**config.mk**
```make
export PLATFORM = sky130hd
export DESIGN_NAME = nibble_word_assembler
export DESIGN_NICKNAME = d
export VERILOG_FILES = /design/src/rtl/nibble_word_assembler.sv
export SDC_FILE = /design/constraint.sdc
export NUM_CORES = 1
export LEC_CHECK = 0
export CORE_UTILIZATION = 46
export DETAILED_ROUTE_END_ITERATION = 16
export PLACE_DENSITY = 0.86
export SLEW_MARGIN = 20
export SYNTH_ARGS = -nofsm -noshare
export SYNTH_HDL_FRONTEND = slang
export SYNTH_SLANG_ARGS = --single-unit
```
**constraint.sdc**
```tcl
create_clock -name Clk -period 2.18 [get_ports Clk]
set_clock_uncertainty 0.2 [all_clocks]
set_input_delay 0.436 -clock Clk [delete_from_list [all_inputs] [get_ports Clk]]
set_output_delay 0.436 -clock Clk [all_outputs]
set_load 0.1 [all_outputs]
```
**src/rtl/nibble_word_assembler.sv**
```systemverilog
// nibble_word_assembler
// Collects eight 4-bit digits from a valid/ready stream into one 32-bit word,
// one slot per accepted digit, and offers the finished word on a second
// valid/ready handshake. MSB_FIRST selects whether the first digit lands in
// the lowest slot (0) or the highest slot (1).
module nibble_word_assembler #(
  parameter int MSB_FIRST = 0
) (
  input  logic        Clk,
  input  logic        ResetN,
  input  logic        Start,
  input  logic        Clear,
  input  logic [3:0]  InNib,
  input  logic        InValid,
  output logic        InReady,
  output logic [7:0]  SlotEn,
  output logic [31:0] Word,
  output logic        OutValid,
  input  logic        OutReady,
  output logic        Busy
);

  typedef enum logic [1:0] {
    IDLE = 2'd0,
    FILL = 2'd1,
    HOLD = 2'd2
  } state_t;

  state_t      state;
  state_t      stateNext;
  logic [2:0]  cnt;
  logic [2:0]  cntNext;
  logic [31:0] wordReg;
  logic [31:0] wordNext;
  logic        busyReg;
  logic        accept;
  logic [2:0]  slotIdx;

  // Map the running digit count onto a word slot according to the fill order.
  function automatic logic [2:0] slotOf(input logic [2:0] c);
    if (MSB_FIRST != 0) begin
      return 3'd7 - c;
    end
    return c;
  endfunction

  // Replace one nibble of a word, leaving the other seven untouched.
  function automatic logic [31:0] insertNib(input logic [31:0] w,
                                            input logic [2:0]  slot,
                                            input logic [3:0]  nib);
    logic [31:0] r;
    r = w;
    for (int i = 0; i < 8; i++) begin
      if (slot == 3'(i)) begin
        r[4*i +: 4] = nib;
      end
    end
    return r;
  endfunction

  assign slotIdx = slotOf(cnt);

  // Accept only while filling; Clear suppresses the write so an aborted
  // digit never strobes a slot.
  assign accept = (state == FILL) && InValid && !Clear;

  // Next-state, counter and word update; Clear overrides every other request.
  always_comb begin
    stateNext = state;
    cntNext   = cnt;
    wordNext  = wordReg;
    if (Clear) begin
      stateNext = IDLE;
      cntNext   = 3'd0;
      wordNext  = 32'h0;
    end else begin
      unique case (state)
        IDLE: begin
          if (Start) begin
            stateNext = FILL;
            cntNext   = 3'd0;
            wordNext  = 32'h0;
          end
        end
        FILL: begin
          if (accept) begin
            wordNext = insertNib(wordReg, slotIdx, InNib);
            cntNext  = cnt + 3'd1;
            if (cnt == 3'd7) begin
              stateNext = HOLD;
            end
          end
        end
        HOLD: begin
          if (OutReady) begin
            if (Start) begin
              stateNext = FILL;
              cntNext   = 3'd0;
              wordNext  = 32'h0;
            end else begin
              stateNext = IDLE;
            end
          end
        end
        default: begin
          stateNext = IDLE;
          cntNext   = 3'd0;
          wordNext  = 32'h0;
        end
      endcase
    end
  end

  // State, counter, word and registered Busy; reset discards any partial word.
  always_ff @(posedge Clk or negedge ResetN) begin
    if (!ResetN) begin
      state   <= IDLE;
      cnt     <= 3'd0;
      wordReg <= 32'h0;
      busyReg <= 1'b0;
    end else begin
      state   <= stateNext;
      cnt     <= cntNext;
      wordReg <= wordNext;
      busyReg <= (stateNext != IDLE);
    end
  end

  // Handshake and strobe outputs decoded from the current state.
  always_comb begin
    InReady  = (state == FILL);
    OutValid = (state == HOLD);
    SlotEn   = accept ? (8'd1 << slotIdx) : 8'd0;
  end

  assign Word = wordReg;
  assign Busy = busyReg;

endmodule

```
# [Word-level counts from Yosys, hierarchy flattened]
# Cells that the tools add are included.
[op_classes] n_div=0 n_addsub=1 n_bitwise=0 mul=0 n_eq_ne=19 order_cmp=0 mux=26 reduce_logical=15 n_shift=1
[op_table] operator="$mux 32" count=4
[op_table] operator="$pmux 32 s3" count=1
[op_table] operator="$mux 4" count=8
[op_table] operator="$ne 3x2->1 const B" count=10
[op_table] operator="$reduce_and 3->1" count=8
[op_table] operator="$eq 3x3->1 const B" count=4
[op_table] operator="$mux 3" count=4
[op_table] operator="$mux 2" count=5
[op_table] operator="$pmux 3 s3" count=1
[op_table] operator="$mux 8" count=1
[op_table] operator="$shl 1x3->8 const A" count=1
[op_table] operator="$eq 3x2->1 const B" count=2
[op_table] operator="$pmux 2 s3" count=1
[op_table] operator="$add 3x1->3 const B" count=1
[op_table] operator="$eq 3x1->1 const B" count=1
[op_table] operator="$logic_not 3->1" count=1
[op_table] operator="$eq 2x1->1 const B" count=1
[op_table] operator="$eq 2x2->1 const B" count=1
[op_table] operator="$logic_and 1x1->1" count=2
[op_table] operator="$logic_not 2->1" count=1
[op_table] operator="$reduce_and 2->1" count=1
[op_table] operator="$reduce_bool 2->1" count=1
[op_table] operator="$logic_not 1->1" count=1
[op_table] operator="$mux 1" count=1
[totals] latch_bits=0 mem_count=0 rom_bits=0 mem_bits_rw=0 regBits=38 out_inout_bits=43

# [Depth between registers and ports, before layout]
# Gate-level depths: netlist (run 1).
[depth] word_depth=7 mapped_depth=7 mapped_depth_nobuf=6

# [Least setup slack after synthesis (run 1)]
# Ideal clock, no wire load.
[synth_timing] path_kind="flip-flop to output port" from="reg state[1]" to="out SlotEn[0]" arrival_time_ps=2707 t_required_ps=1544 n_path_buf=1 path_slack_ps=-1163 stages_incl_launch_ff=5 cell_sequence="dfrtp_1 and2b_4 buf_2 nand3b_1 nor2_1"
[synth_via] elab_chain_len=4
[synth_rtl] item="from (decl)" line="29" source="state_t state;"
[synth_rtl] item="from (signal assigned)" line="122" source="state <= stateNext;"
[synth_rtl] item="$eq 2x1->1"
[synth_rtl] item="net InReady" line="15" source="output logic InReady,"
[synth_rtl] item="$logic_and 1x1->1 (2 in series)" line="65" source="assign accept = (state == FILL) && InValid && !Clear;"
[synth_rtl] item="$mux 8" line="133" source="SlotEn = accept ? (8'd1 << slotIdx) : 8'd0;"
[synth_rtl] item="to (decl)" line="16" source="output logic [7:0] SlotEn,"
# The timed path passes the listed nets, and every way through them passes these cells.

# [Worst setup path in the final report (run 1)]
[layout_timing] from="reg state[1]" to="out SlotEn[0]"
[layout_via] elab_chain_len=4
[layout_rtl] item="$eq 2x1->1" line="65"
[layout_rtl] item="$logic_and 1x1->1 (2 in series)" line="65"
[layout_rtl] item="$mux 8" line="133"
# Every way passes these cells.

==> results.sh, run 1 <==
export IMPL_outcome="finished, final reports clean"
export IMPL_rsz0062_at_grt="yes"
export IMPL_io_pin_count=53
export IMPL_power_leakage_nw=1.15
export IMPL_setup_viol_count_final=0
export IMPL_diodes=0
export IMPL_final_layout_size_suffix_gt1_share_pct=38.7
export IMPL_yosys_warn_count=0
export IMPL_syn_instance_count=168
export IMPL_floorplan_die_width_um=63.7
export IMPL_powerDensity_mw_per_mm2=544
export IMPL_crit_top_cell="sky130_fd_sc_hd__buf_12"
export IMPL_tritoncts="yes"
export IMPL_postLayoutCoreUtil_pct=71.4
export IMPL_io_buffer_count=52
export IMPL_clock_tree_htree_level_count=2
export IMPL_initial_antenna_violation_count=0
export IMPL_min_period_over_period_pct=99.9
export IMPL_floorplan_initialDensity_pct=47.8
export IMPL_hold_path_class="flip-flop to flip-flop"
export IMPL_slew_viol_final=0
export IMPL_cts_hold_fix_buffers=0
export IMPL_path_clk_slew_ns=0.07
export IMPL_gpl_final_weighted_congestion=0.821
export IMPL_whs_ns=0.295
export IMPL_maxClockFrequency_ghz=0.459
export IMPL_wire_per_inst_um=15.5
export IMPL_grt_overflow_total=0
export IMPL_grt_pass1_wl_um=6840
export IMPL_yosys_cell_types_count=24
export IMPL_flip_flop_and_latch_count_after_synthesis=38
export IMPL_drt_iter0_drc=163
export IMPL_row_count=22
export IMPL_worst_setup_path_end_kind="output port"
export IMPL_vias=1575
export IMPL_seqPwrFrac_pct=50.5
export IMPL_cell_internal_pwr_mw=1.04
export IMPL_hold_viol_final=0
export IMPL_dr_drc_count=0
export IMPL_layout_nets=250
export IMPL_synth_seq_area_share_pct=54.4
export IMPL_hp_start="Word[28]"
export IMPL_crit_reg2reg_launch="state[1]"
export IMPL_via_count_of_the_first_global_routing_pass=1467
export IMPL_numClockSinks=38
export IMPL_power_combinational_fraction_pct=15.1
export IMPL_critical_path_slowest_cell="sky130_fd_sc_hd__dfrtp_1"
export IMPL_design_core_area_mm2=0.00366
export IMPL_chipHeight_um=63.7
export IMPL_vdd_ir_drop_worst_uv=440
export IMPL_ctsRootBufferMaster="sky130_fd_sc_hd__clkbuf_8"
export IMPL_die_area_mm2=0.00405
export IMPL_routed_wirelength_um=4390
export IMPL_synth_nets=184
export IMPL_detail_route_first_pass_iterations=4
export IMPL_layout_filler_cells=283
export IMPL_synth_area_per_cell_um2=10.4
export IMPL_postRouteAntennaNets=0
export IMPL_timing_slew_headroom_pct=67.1
export IMPL_slowest_delay_ns=0.38
export IMPL_ctsLongestPathBuffers=2
export IMPL_mostFrequentLayoutCell="sky130_fd_sc_hd__buf_4"
export IMPL_crit_buf_inv=2
export IMPL_critical_path_required_ns=1.54
export IMPL_multiInputGateArea_um2=808
export IMPL_worstSkewPairLatency_ns=0.29
export IMPL_cp_arrival_ns=1.54
export IMPL_post_drt_via_cell_ratio=5.57
export IMPL_crit_start="state[1]"
export IMPL_numCtsBuffers=5
export IMPL_detailed_place_hpwl_um=2930
export IMPL_gate_family_responsible_for_the_most_delay_along_the_worst_path="simple AND/OR/NAND/NOR gates"
export IMPL_worst_setup_path_start_kind="flip-flop"
export IMPL_grt_start_max_net_pins=39
export IMPL_totalNegativeSetupSlack_ns=0
export IMPL_layout_common_cells="47 x sky130_fd_sc_hd__buf_4, 36 x sky130_fd_sc_hd__dfrtp_1, 19 x sky130_fd_sc_hd__nand2b_1, 17 x sky130_fd_sc_hd__o22ai_1, 12 x sky130_fd_sc_hd__a21oi_1"
export IMPL_power_switching_mw=0.380
export IMPL_share_clk_of_total_power_pct=34.4
export IMPL_switching_fraction_of_total_power_pct=26.8
export IMPL_critPathKind="flip-flop to output port"
export IMPL_crit_path_cell_trace="and2b_4, nand3b_1, buf_12, nor2_4, buf_12"
export IMPL_max_cap_violations=0
export IMPL_flow_area_growth_from_synthesis_pct=49.5
export IMPL_grtUsageTotal_pct=22.2
export IMPL_power_mw=1.42
export IMPL_sequential_cell_area_um2=953
export IMPL_worstMarginPinSlew_ns=0.493
export IMPL_critical_path_max_fanout=7
export IMPL_synthesis_area_mm2=0.00175
export IMPL_final_min_clock_period_ns=2.18
==> cells by family after synthesis <==
| kind of cell | share of synthesized area, % |
|---|---|
| and+or+nand+nor | 16.7 |
| adders and majority gates | 4.29 |
| DFF | 54.4 |
| muxes | 0.644 |
| AOI/OAI and AO/OA | 19.4 |
| buffers and inverters | 4.65 |
==> final cells by class <==
cell class / count / area share (%)
flip-flops and latches: 38 / 36.5
clock inverters: 1 / 0.191
repair buffers: 67 / 25.3
multi-input cells: 111 / 30.9
clock buffers: 7 / 3.30
inverters: 11 / 1.58
well taps: 48 / 2.30
==> sequential cells by signal, summed over array words and instances (netlist names) <==
signal,count
state,2
Busy,1
Word,32
cnt,3
==> synthesized netlist by cell type, drive strengths merged <==
library cell / instances / area share [%]
a32o: 8 / 4.6
a22o: 1 / 0.50
buf: 3 / 1.2
nor2: 10 / 2.1
and2b: 1 / 0.57
mux2: 1 / 0.64
dfrtp: 38 / 54
ha: 6 / 4.3
clkbuf: 5 / 1.1
and3b: 1 / 0.50
nand3: 6 / 1.7
and2: 2 / 0.72
o32ai: 7 / 3.5
nand2: 14 / 3.0
a21o: 1 / 0.43
nor2b: 1 / 0.36
inv: 11 / 2.4
nand2b: 19 / 6.8
a21oi: 12 / 3.4
a31oi: 1 / 0.36
o2bb2ai: 1 / 0.50
nand3b: 2 / 0.86
o22ai: 17 / 6.1
==> per-stage QoR <==
| stage | instance area [um^2] | cells | setup slack, ns |
|---|---|---|---|
| floorplan | 1810 | 168 | -0.359 |
| global placement | 2440 | 269 | -0.0633 |
| detailed placement | 2440 | 269 | -0.0984 |
| CTS | 2560 | 280 | -0.0351 |
| global route | 2620 | 283 | -0.0591 |
| finish | 2620 | 283 | 0.00261 |
==> metal layers <==
| metal | vias up | track usage [%] | wire [um] |
|---|---|---|---|
| met3 | 11 | 3.80 | 200 |
| li1 | 735 | - | - |
| met1 | 774 | 28.6 | 1870 |
| met2 | 55 | 35.6 | 2220 |
| met5 | - | 0 | 0 |
| met4 | 0 | 11.1 | 100 |
==> worst paths after layout <==
path                            slack, ns  depth (start not counted)   endpoint
worst max-delay path                0.003                          5  SlotEn[0]
worst min-delay path                 0.30                          1   Word[28]
worst max register to register       0.33                          5    Word[0]
worst min register to register       0.30                          1   Word[28]
max in group asynchronous            1.04                          2   state[0]
min in group asynchronous            0.37                          2    Word[6]
==> power by group through the flow <==
stage,Combinational [mW],Clock [mW],Sequential [mW]
after floorplan,0.0957,0,0.760
after global routing,0.228,0.516,0.718
final,0.215,0.490,0.718
after CTS,0.207,0.490,0.717
after global placement,0.199,0,0.730
after detailed placement,0.201,0,0.731
==> timing repair <==
item,in CTS,in global routing
pin swaps,0,2
endpoints found under the hold margin,0,0
resized for setup,6,14
endpoints found under the setup margin,8,8
buffers inserted,3,3
==> worst reg2reg max path, cell delays in order, from the launching register on <==
cell and delay [ns]:
sky130_fd_sc_hd__dfrtp_1 0.38, sky130_fd_sc_hd__and2b_4 0.27, sky130_fd_sc_hd__and3b_2 0.24, sky130_fd_sc_hd__buf_4 0.20
sky130_fd_sc_hd__nand2_1 0.22, sky130_fd_sc_hd__o22ai_1 0.25
Power figures use the tool's default switching activity.
==> run 2: changes to the inputs <==
--- a/config.mk
+++ b/config.mk
@@ -6,6 +6,7 @@
 export NUM_CORES = 1
 export LEC_CHECK = 0
 export CORE_UTILIZATION = 46
+export CTS_CLUSTER_SIZE = 30
 export DETAILED_ROUTE_END_ITERATION = 16
 export PLACE_DENSITY = 0.86
 export SLEW_MARGIN = 20
==> results of run 2 <==
No change in the layout: final DEF, timing and power equal those of run 1.
==> run 3: changes to the inputs <==
--- a/config.mk
+++ b/config.mk
@@ -9,7 +9,6 @@
 export CTS_CLUSTER_SIZE = 30
 export DETAILED_ROUTE_END_ITERATION = 16
 export PLACE_DENSITY = 0.86
-export SLEW_MARGIN = 20
 export SYNTH_ARGS = -nofsm -noshare
 export SYNTH_HDL_FRONTEND = slang
 export SYNTH_SLANG_ARGS = --single-unit
==> results of run 3 <==
No change in the layout: final DEF, timing and power equal those of run 1.
